### config.mk
export PLATFORM = sky130hd
export DESIGN_NAME = dram_cache_lookup
export DESIGN_NICKNAME = d
export VERILOG_FILES = /design/src/rtl/dram_cache_lookup_pkg.sv /design/src/rtl/dram_cache_tag_cmp.sv /design/src/rtl/dram_cache_lookup.sv
export SDC_FILE = /design/constraint.sdc
export NUM_CORES = 1
export LEC_CHECK = 0
export ABC_AREA = 1
export BUFFER_PORTS_ARGS = -buffer_cell sky130_fd_sc_hd__buf_2
export CORE_AREA = 2 2 512 514
export CTS_CLUSTER_DIAMETER = 80
export DETAILED_ROUTE_END_ITERATION = 10
export DIE_AREA = 0 0 514 516
export PLACE_DENSITY = 0.31
export SYNTH_ARGS = -nofsm -noshare
export SYNTH_HDL_FRONTEND = slang
export SYNTH_SLANG_ARGS = --single-unit
### constraint.sdc
create_clock -name clk -period 1.75 [get_ports clk]
set_input_delay 0.175 -clock clk [delete_from_list [all_inputs] [get_ports clk]]
set_output_delay 0.175 -clock clk [all_outputs]
set_load 0.01 [all_outputs]
### src/rtl/dram_cache_lookup_pkg.sv
// rtl/dram_cache_lookup_pkg.sv - shared widths, tag-word layout and lookup FSM states
package dram_cache_lookup_pkg;
    localparam int ADDR_W        = 64;
    localparam int DATA_W        = 512;
    localparam int TAG_S         = 64;
    localparam int INDEX_W       = 26;
    localparam int OFFSET_W      = 6;
    localparam int BLANK_W       = 30;
    localparam int TAG_VALID_BIT = 63;
    localparam int TAG_DIRTY_BIT = 62;
    localparam int TAG_MSB       = 61;
    localparam int TAG_LSB       = 30;
    localparam int TAG_W         = TAG_MSB - TAG_LSB + 1;

    typedef enum logic [1:0] {
        ST_IDLE,
        ST_AR,
        ST_R,
        ST_RSP
    } state_t;
endpackage

### src/rtl/dram_cache_tag_cmp.sv
// rtl/dram_cache_tag_cmp.sv - combinational tag-word compare producing hit and dirty
module dram_cache_tag_cmp
    import dram_cache_lookup_pkg::*;
(
    input  logic [TAG_S-1:0]  i_tag_word,
    input  logic [ADDR_W-1:0] i_addr,
    output logic              o_hit,
    output logic              o_dirty
);
    // Blank tag bits and index/offset address bits take no part in the compare
    logic w_unused;
    assign w_unused = ^{i_tag_word[BLANK_W-1:0], i_addr[ADDR_W-TAG_W-1:0]};

    assign o_hit   = i_tag_word[TAG_VALID_BIT] &&
                     (i_tag_word[TAG_MSB:TAG_LSB] == i_addr[ADDR_W-1:ADDR_W-TAG_W]);
    assign o_dirty = o_hit && i_tag_word[TAG_DIRTY_BIT];
endmodule

### src/rtl/dram_cache_lookup.sv
// rtl/dram_cache_lookup.sv - single-outstanding DRAM cache tag lookup over a read channel
module dram_cache_lookup
    import dram_cache_lookup_pkg::*;
#(
    parameter int ID_W = 16,
    parameter int ID   = 1
) (
    input  logic                  clk,
    input  logic                  rst,
    input  logic                  req_valid,
    output logic                  req_ready,
    input  logic [ADDR_W-1:0]     req_addr,
    output logic                  rsp_valid,
    input  logic                  rsp_ready,
    output logic                  rsp_hit,
    output logic                  rsp_dirty,
    output logic [DATA_W-1:0]     rsp_data,
    output logic [31:0]           hit_cnt_o,
    output logic [31:0]           miss_cnt_o,
    output logic [ID_W-1:0]       arid_o,
    output logic [ADDR_W-1:0]     araddr_o,
    output logic                  arvalid_o,
    input  logic                  arready_i,
    input  logic [TAG_S+DATA_W-1:0] rdata_i,
    input  logic                  rvalid_i,
    output logic                  rready_o
);
    state_t              r_state;
    state_t              w_state_nxt;
    logic [ADDR_W-1:0]   r_addr;
    logic                r_hit;
    logic                r_dirty;
    logic [DATA_W-1:0]   r_data;
    logic [31:0]         r_hit_cnt;
    logic [31:0]         r_miss_cnt;
    logic                w_hit;
    logic                w_dirty;
    logic                w_capture;

    dram_cache_tag_cmp u_tag_cmp (
        .i_tag_word (rdata_i[DATA_W +: TAG_S]),
        .i_addr     (r_addr),
        .o_hit      (w_hit),
        .o_dirty    (w_dirty)
    );

    always_comb begin
        w_state_nxt = r_state;
        req_ready   = 1'b0;
        arvalid_o   = 1'b0;
        rready_o    = 1'b0;
        rsp_valid   = 1'b0;
        w_capture   = 1'b0;
        case (r_state)
            ST_IDLE: begin
                req_ready = !rst;
                if (req_valid) w_state_nxt = ST_AR;
            end
            ST_AR: begin
                arvalid_o = 1'b1;
                if (arready_i) w_state_nxt = ST_R;
            end
            ST_R: begin
                rready_o = 1'b1;
                if (rvalid_i) begin
                    w_capture   = 1'b1;
                    w_state_nxt = ST_RSP;
                end
            end
            ST_RSP: begin
                rsp_valid = 1'b1;
                if (rsp_ready) w_state_nxt = ST_IDLE;
            end
            default: w_state_nxt = ST_IDLE;
        endcase
    end

    always_ff @(posedge clk) begin
        if (rst) begin
            r_state    <= ST_IDLE;
            r_addr     <= '0;
            r_hit      <= 1'b0;
            r_dirty    <= 1'b0;
            r_data     <= '0;
            r_hit_cnt  <= '0;
            r_miss_cnt <= '0;
        end else begin
            r_state <= w_state_nxt;
            if (r_state == ST_IDLE && req_valid) r_addr <= req_addr;
            if (w_capture) begin
                r_hit   <= w_hit;
                r_dirty <= w_dirty;
                r_data  <= w_hit ? rdata_i[DATA_W-1:0] : '0;
                // Counters stick at all-ones instead of wrapping
                if (w_hit) begin
                    if (r_hit_cnt != '1) r_hit_cnt <= r_hit_cnt + 32'd1;
                end else begin
                    if (r_miss_cnt != '1) r_miss_cnt <= r_miss_cnt + 32'd1;
                end
            end
        end
    end

    assign rsp_hit    = r_hit;
    assign rsp_dirty  = r_dirty;
    assign rsp_data   = r_data;
    assign hit_cnt_o  = r_hit_cnt;
    assign miss_cnt_o = r_miss_cnt;
    assign araddr_o   = {r_addr[ADDR_W-1:OFFSET_W], {OFFSET_W{1'b0}}};
    assign arid_o     = ID_W'(ID);
endmodule

# Yosys cells after proc, flatten, opt, wreduce, memory -nomap -nowiden
# Index checks and enable logic that the tools add are counted.
# word_totals
regBits	644
input_bits	646
wordCells	40
# classes
addsub	2
n_eq_ne	10
mux	12
bitwise	1
n_reduce_logical	8
# ops
cell	n
512-bit 2-to-1 mux	1
32-bit by 1-bit adder with 32-bit output (second input constant)	2
32-bit inequality test (second input constant)	2
32-bit equality test	1
2-bit 2-to-1 mux	4
2-bit inequality test (second input constant)	4
2-bit one-hot mux with 4 select lines	1
1-bit 2-to-1 mux	6
3-bit AND reduction	2
2-bit equality test (second input constant)	2
4-bit AND reduction	1
1-bit logical AND	3
2-bit by 1-bit equality test with 1-bit output (second input constant)	1
2-bit zero test	1
1-bit zero test	1
1-bit inverter	1

# Longest topological paths before layout
# Gate-level depths: netlist (run 1).
# depth
depth_word	4
ltp_mapped	14
mapped_depth_nobuf	13

# Modules after synthesis
# A second synthesis (run 1) with hierarchy kept.
# unflattened
cells_unflattened	3402
hier_area_um2	24935.2
# modules_own_cells
mod	n_inst	cells_per_inst	area_per_inst_um2	seq_area_each_um2
dram_cache_lookup	1	3255	24320.8	12892.4
dram_cache_tag_cmp	1	147	614.3	0.0

# Worst setup path after synthesis (run 1)
# No wires, ideal clock.
# synth_path
kind	register -> register
from	register r_hit_cnt[0] (netlist: hit_cnt_o[0])
to	register r_hit_cnt[23] (netlist: hit_cnt_o[23])
setup_time_ns	0.070
arrival_ns	1.849
t_required_ns	1.680
slack_ns	-0.170
stages_incl_launch_ff	11
n_path_buf	1
period_less_slack_ns	1.920
path_cell_list	dfxtp_1 > ha_1 > inv_1 > nor2_4 > nand2_1 > nor2_1 > a21oi_1 > nand3_1 > buf_4 > nand2_1 > a21oi_1
# synth_between
elab_chain_cells	2
word_cells_on_any_way	3
# synth_lines
element	line	text
start: declaration	dram_cache_lookup.sv:34	logic [31:0] r_hit_cnt;
start signal: assignment	dram_cache_lookup.sv:96	if (r_hit_cnt != '1) r_hit_cnt <= r_hit_cnt + 32'd1;
parallel branches: the longest is 2 deep, another holds 32-bit by 1-bit adder with 32-bit output	--	
# Several ways; the timed one is not identified.
# A chain may end at the register's enable or synchronous reset.

# Final worst setup path (run 1)
# layout_path
from	register r_addr[51]
to	register r_data[266] (netlist: rsp_data[266])
# layout_between
elab_chain_cells	3
# layout_lines
element	line	text
start: declaration	dram_cache_lookup.sv:30	logic [ADDR_W-1:0] r_addr;
start signal: assignment	dram_cache_lookup.sv:89	if (r_state == ST_IDLE && req_valid) r_addr <= req_addr;
32-bit equality test	dram_cache_tag_cmp.sv:15	(i_tag_word[TAG_MSB:TAG_LSB] == i_addr[ADDR_W-1:ADDR_W-TAG_W]);
1-bit logical AND	dram_cache_tag_cmp.sv:14	assign o_hit = i_tag_word[TAG_VALID_BIT] &&
512-bit 2-to-1 mux	dram_cache_lookup.sv:93	r_data <= w_hit ? rdata_i[DATA_W-1:0] : '0;
end signal: assignment	dram_cache_lookup.sv:93	
end: declaration	dram_cache_lookup.sv:33	logic [DATA_W-1:0] r_data;
# No other way between the ends.

==> impl_metrics.csv, run 1 <==
group,metric,value,unit
status,status,"finished, violations left",
status,violations,"setup timing",
global_routing,grt_pass1_vias,34055,
yosys,synthAdderAreaFrac,0.330,%
detailed_routing,dr.pass1.iters,5,
setup_path,critPathMaxStageDelay,340,ps
setup_path,r2r_start,"r_addr[51]$_SDFFE_PP0P_",
yosys,ys_seq_elements,638,
pwr,p_int,31.3,mW
setup_path,cp_cell_sequence,"inv_2 -> nand2_2 -> nand2_1 -> a21oi_1 -> buf_4 -> nand2_4 -> nor2_4 -> nand2_4 -> nor2_4 -> buf_12 -> buf_16 -> buf_16 -> buf_12 -> clkbuf_4 -> nand4_1 -> a21oi_1",
pwr,leakage,20.8,nW
sta,fin_crit,2230,ps
setup_path,path_delay_family,"buffers and inverters",
setup_path,cp_max_fo,8,
sta,slew_headroom,30.1,%
sta,finalHoldViolations,0,
yosys,synthXorXnorAreaFrac,0.858,%
cells_and_area,layout_common_cells,"1247 x buf_2, 827 x nand2_1, 606 x dfxtp_1",
pwr,comb_power_share,19.4,%
sta,skew,58.5,ps
setup_path,cp_slowest_cell,"dfxtp_2",
die,core_area,259000,um2
flow_run,drv_cap,0,
yosys,muxShareOfSynthArea,0,%
detailed_routing,post_drt_wl_per_cell,22.9,um
die,die_y,516,um
clock_network,root_buffer,"clkbuf_16",
yosys,netlist_instances,3549,
clock_network,cts_buffer_depth,3,
yosys,yosysSeqAreaShare,48.1,%
yosys,synth-compound-area-share,12.1,%
cells_and_area,final_util,19.3,%
yosys,synthTopCellsByArea,"dfxtp_1 48%, nand4_1 14%, nand2_1 12%, a21oi_1 11%, clkbuf_1 3.4%",
pwr,p_seq_share,34.0,%
die,fp.dieW,514,um
yosys,synth.distinct_cells,27,
setup_path,cp-startpoint,"r_addr[51]$_SDFFE_PP0P_",
global_routing,overflow,0,
die,fp.dieArea,265000,um2
global_routing,grt_first_pass_wirelength,275000,um
sta,period_share,127,%
cells_and_area,fin_nets,6221,
setup_path,path_class,"reg -> reg",
pwr,powerDensity,896,nW/um2
placement,gp_congestion,0.831,
global_routing,grt_max_degree,147,
sta,worstMarginPinSlew,1050,ps
die,rows,187,
clock_network,cts.sinks,638,
die,initial_core_util,10.2,%
worst_hold_path,min_from,"req_addr[11]",
pwr,power_switching,13.6,mW
global_routing,grt_antenna_before_repair,90,
cells_and_area,design_area,50200,um2
detailed_routing,antenna_left,0,
yosys,synth_top_family_by_area,"simple AND/OR/NAND/NOR gates",
worst_hold_path,hold_path.class,"in -> reg",
cells_and_area,layout-drive-gt1-share,35.5,%
yosys,avgSynthCellArea,7.48,um2
detailed_routing,num_vias,34108,
setup_path,cp_data_required_time,2390,ps
placement,dpl-instance-area,39100,um2
detailed_routing,routed_wl,208000,um
yosys,yosys.area_share.simple,30.5,%
sta,fmax,448,MHz
clock_network,clkLatencyLatePin,750,ps
sta,drv_slew,0,
placement,dpl.hpwl,163000,um
setup_path,worstPathBufferInverterCount,7,
yosys,synth_area_leader_cell,"dfxtp_1",
pwr,ir_worst_vdd,0.685,mV
clock_network,cts_buffers,95,
cells_and_area,final_common_cell,"buf_2",
sta,rsz0062_at_grt,"yes",
yosys,synth_top_cell_area_share,48.1,%
pwr,p_clk_share,46.6,%
setup_path,end_kind,"register",
sta,hold_slack,218,ps
global_routing,grt_usage,14.7,%
cells_and_area,fillCellCount,29501,
detailed_routing,drc,0,
cells_and_area,syn_to_final_growth,89.0,%
placement,dpl_worst_slack,-650,ps
sta,setup_viol,584,
clock_network,clkSlewWorstSetupHoldPaths,60,ps
placement,port_buffers,1249,
sta,worst_slack,-481,ps
pwr,sw_frac_of_total,30.3,%
clock_network,tritoncts,"built",
detailed_routing,avgViaCountPerCell,3.75,
die,io_pins,1308,
detailed_routing,drtIter0Drc,1707,
setup_path,worstPathArrival,2870,ps
setup_path,start_kind,"register",
clock_network,htreeDepth,3,
yosys,synth.cell_area,26500,um2
yosys,ys.warnings.count,0,
## kinds of logic after synthesis
logic type      Yosys count
simple gates           1733
compound gates          641
flops                   638
buf+inv                 502
xor+xnor                 26
fa+ha+maj                 7
other cells               2
## worst reg2reg max path, cell delays in order (launching register included)
cell	delay (ps)
dfxtp_2	340
inv_2	40
nand2_2	50
nand2_1	50
a21oi_1	110
buf_4	130
nand2_4	40
nor2_4	120
nand2_4	80
nor2_4	100
buf_12	120
buf_16	150
buf_16	210
buf_12	130
clkbuf_4	180
nand4_1	90
a21oi_1	160
## worst paths after layout
| path | slack (ps) | endpoint | depth (start not counted) |
|---|---|---|---|
| min | 220 | r_addr[11]$_SDFFE_PP0P_ | 4 |
| min reg2reg | 460 | rsp_data[308]$_SDFFE_PP0P_ | 2 |
| max | -480 | rsp_data[266]$_SDFFE_PP0P_ | 16 |
| max reg2reg | -480 | rsp_data[266]$_SDFFE_PP0P_ | 16 |
## registers in the layout, indices dropped and copies added, names as in the netlist
signal	flops
r_state	2
rsp_dirty	1
r_addr	58
miss_cnt_o	32
rsp_hit	1
rsp_data	512
hit_cnt_o	32
## layer usage
metal  vias up  global-route usage (%)  wire length (um)
li1      16309                       -                 -
met1     16140                    15.9             78300
met2      1269                    25.6            101000
met3       348                    6.15             20300
met4        42                    5.66              8240
met5         -                       0               257
## through the flow
stage	power, mW	instances	setup TNS [ps]
after floorplan	18.5	3569	-23110
after global placement	23.0	8232	-273710
after detailed placement	22.9	8232	-280300
after CTS	45.7	9010	-219900
after global routing	47.1	9070	-272090
final	44.9	9086	-193040
## final cells by class
type                            instances  area (um2)  share of cell area, %
Tap cell                             3402        4260                   8.49
Clock buffer                          137        2800                   5.57
Inverter                              143         544                   1.09
Antenna cell                           37        92.6                  0.185
Timing Repair Buffer                 2261       16900                   33.6
Clock inverter                         39         577                   1.15
Sequential cell                       638       12800                   25.6
Multi-Input combinational cell       2429       12200                   24.3
## power groups by stage
stage	Clock, mW	Sequential, mW	Combinational [mW]
6_report	20.9	15.3	8.69
3_5_place_dp	0	15.5	7.41
5_1_grt	22.3	15.3	9.45
4_1_cts	21.7	15.2	8.72
2_1_floorplan	0	15.7	2.81
3_3_place_gp	0	15.5	7.46
## what timing repair did
item                                   in CTS  in global routing
endpoints found under the hold margin     584                  0
setup buffers                              17                 23
setup endpoints to repair                 606                629
gates cloned                                9                 22
hold buffers                              577                  0
resized for setup                          71                148
pin swaps                                  19                 59
## synth_stat cells (all sizes together)
library cell,n
nand3,49
buf,122
o2111ai,1
xor2,18
nor3,7
o21ai,62
nor4,1
clkbuf,237
xnor2,8
conb,2
a21boi,1
nor2,227
clkinv,2
a211oi,1
a21oi,576
ha,7
nand3b,14
nand2,855
inv,141
dfxtp,638
nand4,580
No activity file was read; power rests on OpenSTA's default activity.
==> run 2, diff against run 1 <==
--- a/config.mk
+++ b/config.mk
@@ -6,12 +6,12 @@
 export NUM_CORES = 1
 export LEC_CHECK = 0
 export ABC_AREA = 1
-export BUFFER_PORTS_ARGS = -buffer_cell sky130_fd_sc_hd__buf_2
 export CORE_AREA = 2 2 512 514
 export CTS_CLUSTER_DIAMETER = 80
 export DETAILED_ROUTE_END_ITERATION = 10
 export DIE_AREA = 0 0 514 516
-export PLACE_DENSITY = 0.31
+export DONT_BUFFER_PORTS = 1
+export PLACE_DENSITY = 0.3
 export SYNTH_ARGS = -nofsm -noshare
 export SYNTH_HDL_FRONTEND = slang
 export SYNTH_SLANG_ARGS = --single-unit
==> run 2 against run 1 <==
  * Sequential cell count stayed put
  * Design area is 13% lower
  * Core utilization is 2.6 points lower
  * Combinational power is 17% lower
  * Die area stayed put
  * Via count is 13% lower
  * Worst setup slack worse by 250 ps
  * The flow finishes with violations (hold timing, slew limit, setup timing)
  * Critical path type is now in -> reg
  * Critical path depth is 15 lower
  * Register-to-register slack worse by 140 ps
==> impl_metrics.csv, run 2 (synthesized netlist as in run 1, its figures left out) <==
group,metric,value,unit
global_routing,grt_first_pass_wirelength,258000,um
die,fp.dieW,514,um
clock_network,tritoncts,"built",
global_routing,grt_pass1_vias,29047,
sta,fin_crit,2490,ps
detailed_routing,drtIter0Drc,1804,
cells_and_area,design_area,43400,um2
global_routing,grt_usage,14.1,%
cells_and_area,final_util,16.7,%
setup_path,end_kind,"register",
placement,gp_congestion,0.800,
status,status,"finished, violations left",
die,fp.dieArea,265000,um2
setup_path,cp_max_fo,571,
cells_and_area,fin_nets,4985,
clock_network,clkLatencyLatePin,820,ps
cells_and_area,fillCellCount,29413,
setup_path,worstPathBufferInverterCount,0,
clock_network,clkSlewWorstSetupHoldPaths,60,ps
setup_path,path_delay_family,"compound AO/OA/AOI/OAI gates",
die,core_area,259000,um2
die,die_y,516,um
worst_hold_path,hold_path.class,"in -> reg",
clock_network,cts_buffer_depth,4,
placement,port_buffers,0,
cells_and_area,final_common_cell,"nand2_1",
die,rows,187,
cells_and_area,largest_register_ff_count,512,
sta,skew,57.5,ps
die,initial_core_util,10.2,%
sta,slew_headroom,-181,%
clock_network,htreeDepth,3,
global_routing,grt_max_degree,572,
sta,worst_slack,-735,ps
flow_run,drv_cap,0,
setup_path,cp_data_required_time,2390,ps
sta,drv_slew,495,
setup_path,cp_cell_sequence,"a21oi_1",
sta,rsz0062_at_grt,"yes",
sta,worstMarginPinSlew,4220,ps
detailed_routing,num_vias,29513,
global_routing,grt_use_met3,7.20,%
sta,setup_viol,585,
placement,dpl_worst_slack,-1050,ps
global_routing,globalRouteMet1Util,14.4,%
clock_network,cts.sinks,638,
cells_and_area,layout_common_cells,"835 x nand2_1, 626 x dfxtp_1, 580 x nand4_1",
pwr,powerDensity,1020,nW/um2
global_routing,grt_antenna_before_repair,127,
status,violations,"hold timing, slew limit, setup timing",
sta,hold_slack,-518,ps
setup_path,critPathMaxStageDelay,990,ps
pwr,ir_worst_vdd,0.794,mV
global_routing,grtUsageMet2,24.8,%
placement,dpl.hpwl,155000,um
global_routing,overflow,0,
die,io_pins,1308,
sta,fmax,402,MHz
clock_network,root_buffer,"clkbuf_16",
placement,dpl-instance-area,33100,um2
setup_path,worstPathArrival,3130,ps
setup_path,start_kind,"input pin",
cells_and_area,layout-drive-gt1-share,15.7,%
setup_path,cp_slowest_cell,"a21oi_1",
sta,finalHoldViolations,407,
setup_path,path_class,"in -> reg",
sta,period_share,142,%
detailed_routing,dr.pass1.iters,5,
detailed_routing,antenna_left,0,
detailed_routing,avgViaCountPerCell,3.76,
detailed_routing,post_drt_wl_per_cell,25.4,um
global_routing,busiest_layer,"met2",
clock_network,cts_buffers,102,
cells_and_area,syn_to_final_growth,63.6,%
detailed_routing,drc,0,
detailed_routing,routed_wl,199000,um
pwr,leakage,14.9,nW
sta,fin_tns_setup,-276350,ps
## run 2: changes by cell type in the layout (fill, tap and decap cells not counted), moves of 10 or more
cell           previous run  this run
buf_2                  1247         0
buf_4                   311       360
a21oi_2                  43         5
a21oi_1                 533       569
dfxtp_1                 606       626
dfxtp_2                  31        11
buf_6                    19         6
dlygate4sd3_1           577       567
## run 2: repair_timing
item,in CTS,in global routing
setup buffers,20,7
hold endpoints to repair,630,569
gates cloned,6,9
pin swaps,29,30
endpoints found under the setup margin,628,628
hold buffers,552,15
gates resized for setup,71,47
## run 2: path summary, 6_finish.rpt
check	startpoint	to	slack (ps)	depth (start not counted)
min reg2reg	rsp_data[77]$_SDFFE_PP0P_	rsp_data[77]$_SDFFE_PP0P_	470	2
max	rst	rsp_data[50]$_SDFFE_PP0P_	-740	1
max reg2reg	r_addr[34]$_SDFFE_PP0P_	rsp_data[276]$_SDFFE_PP0P_	-620	14
min	rst	rsp_data[68]$_SDFFE_PP0P_	-520	1
## run 2: where the power goes
part / switching [mW] / internal, mW / leakage [nW]
clock: 8.49 / 13.3 / 1.72
combinational: 4.07 / 3.18 / 7.98
sequential: 0.414 / 15.0 / 5.15
## run 2: metal layers
layer | wire, um | vias up
li1 | - | 13830
met1 | 70900 | 13961
met2 | 97400 | 1278
met3 | 23100 | 388
met4 | 7480 | 56
met5 | 374 | -
## run 2: final cells by class
| class | count | area (um2) | share of cell area (%) |
|---|---|---|---|
| antenna | 42 | 105 | 0.242 |
| clock buffer | 139 | 2910 | 6.72 |
| clock inverter | 43 | 599 | 1.38 |
| inverter | 143 | 544 | 1.25 |
| multi-input combinational | 2429 | 12000 | 27.6 |
| sequential | 638 | 12800 | 29.5 |
| tap | 3402 | 4260 | 9.81 |
| timing repair buffer | 1018 | 10200 | 23.5 |
## run 2: metrics by stage
stage               cells  power (mW)
global route         7839        46.4
global placement     7024        21.5
floorplan            3569        18.5
finish               7854        44.4
detailed placement   7024        21.5
CTS                  7782        45.3
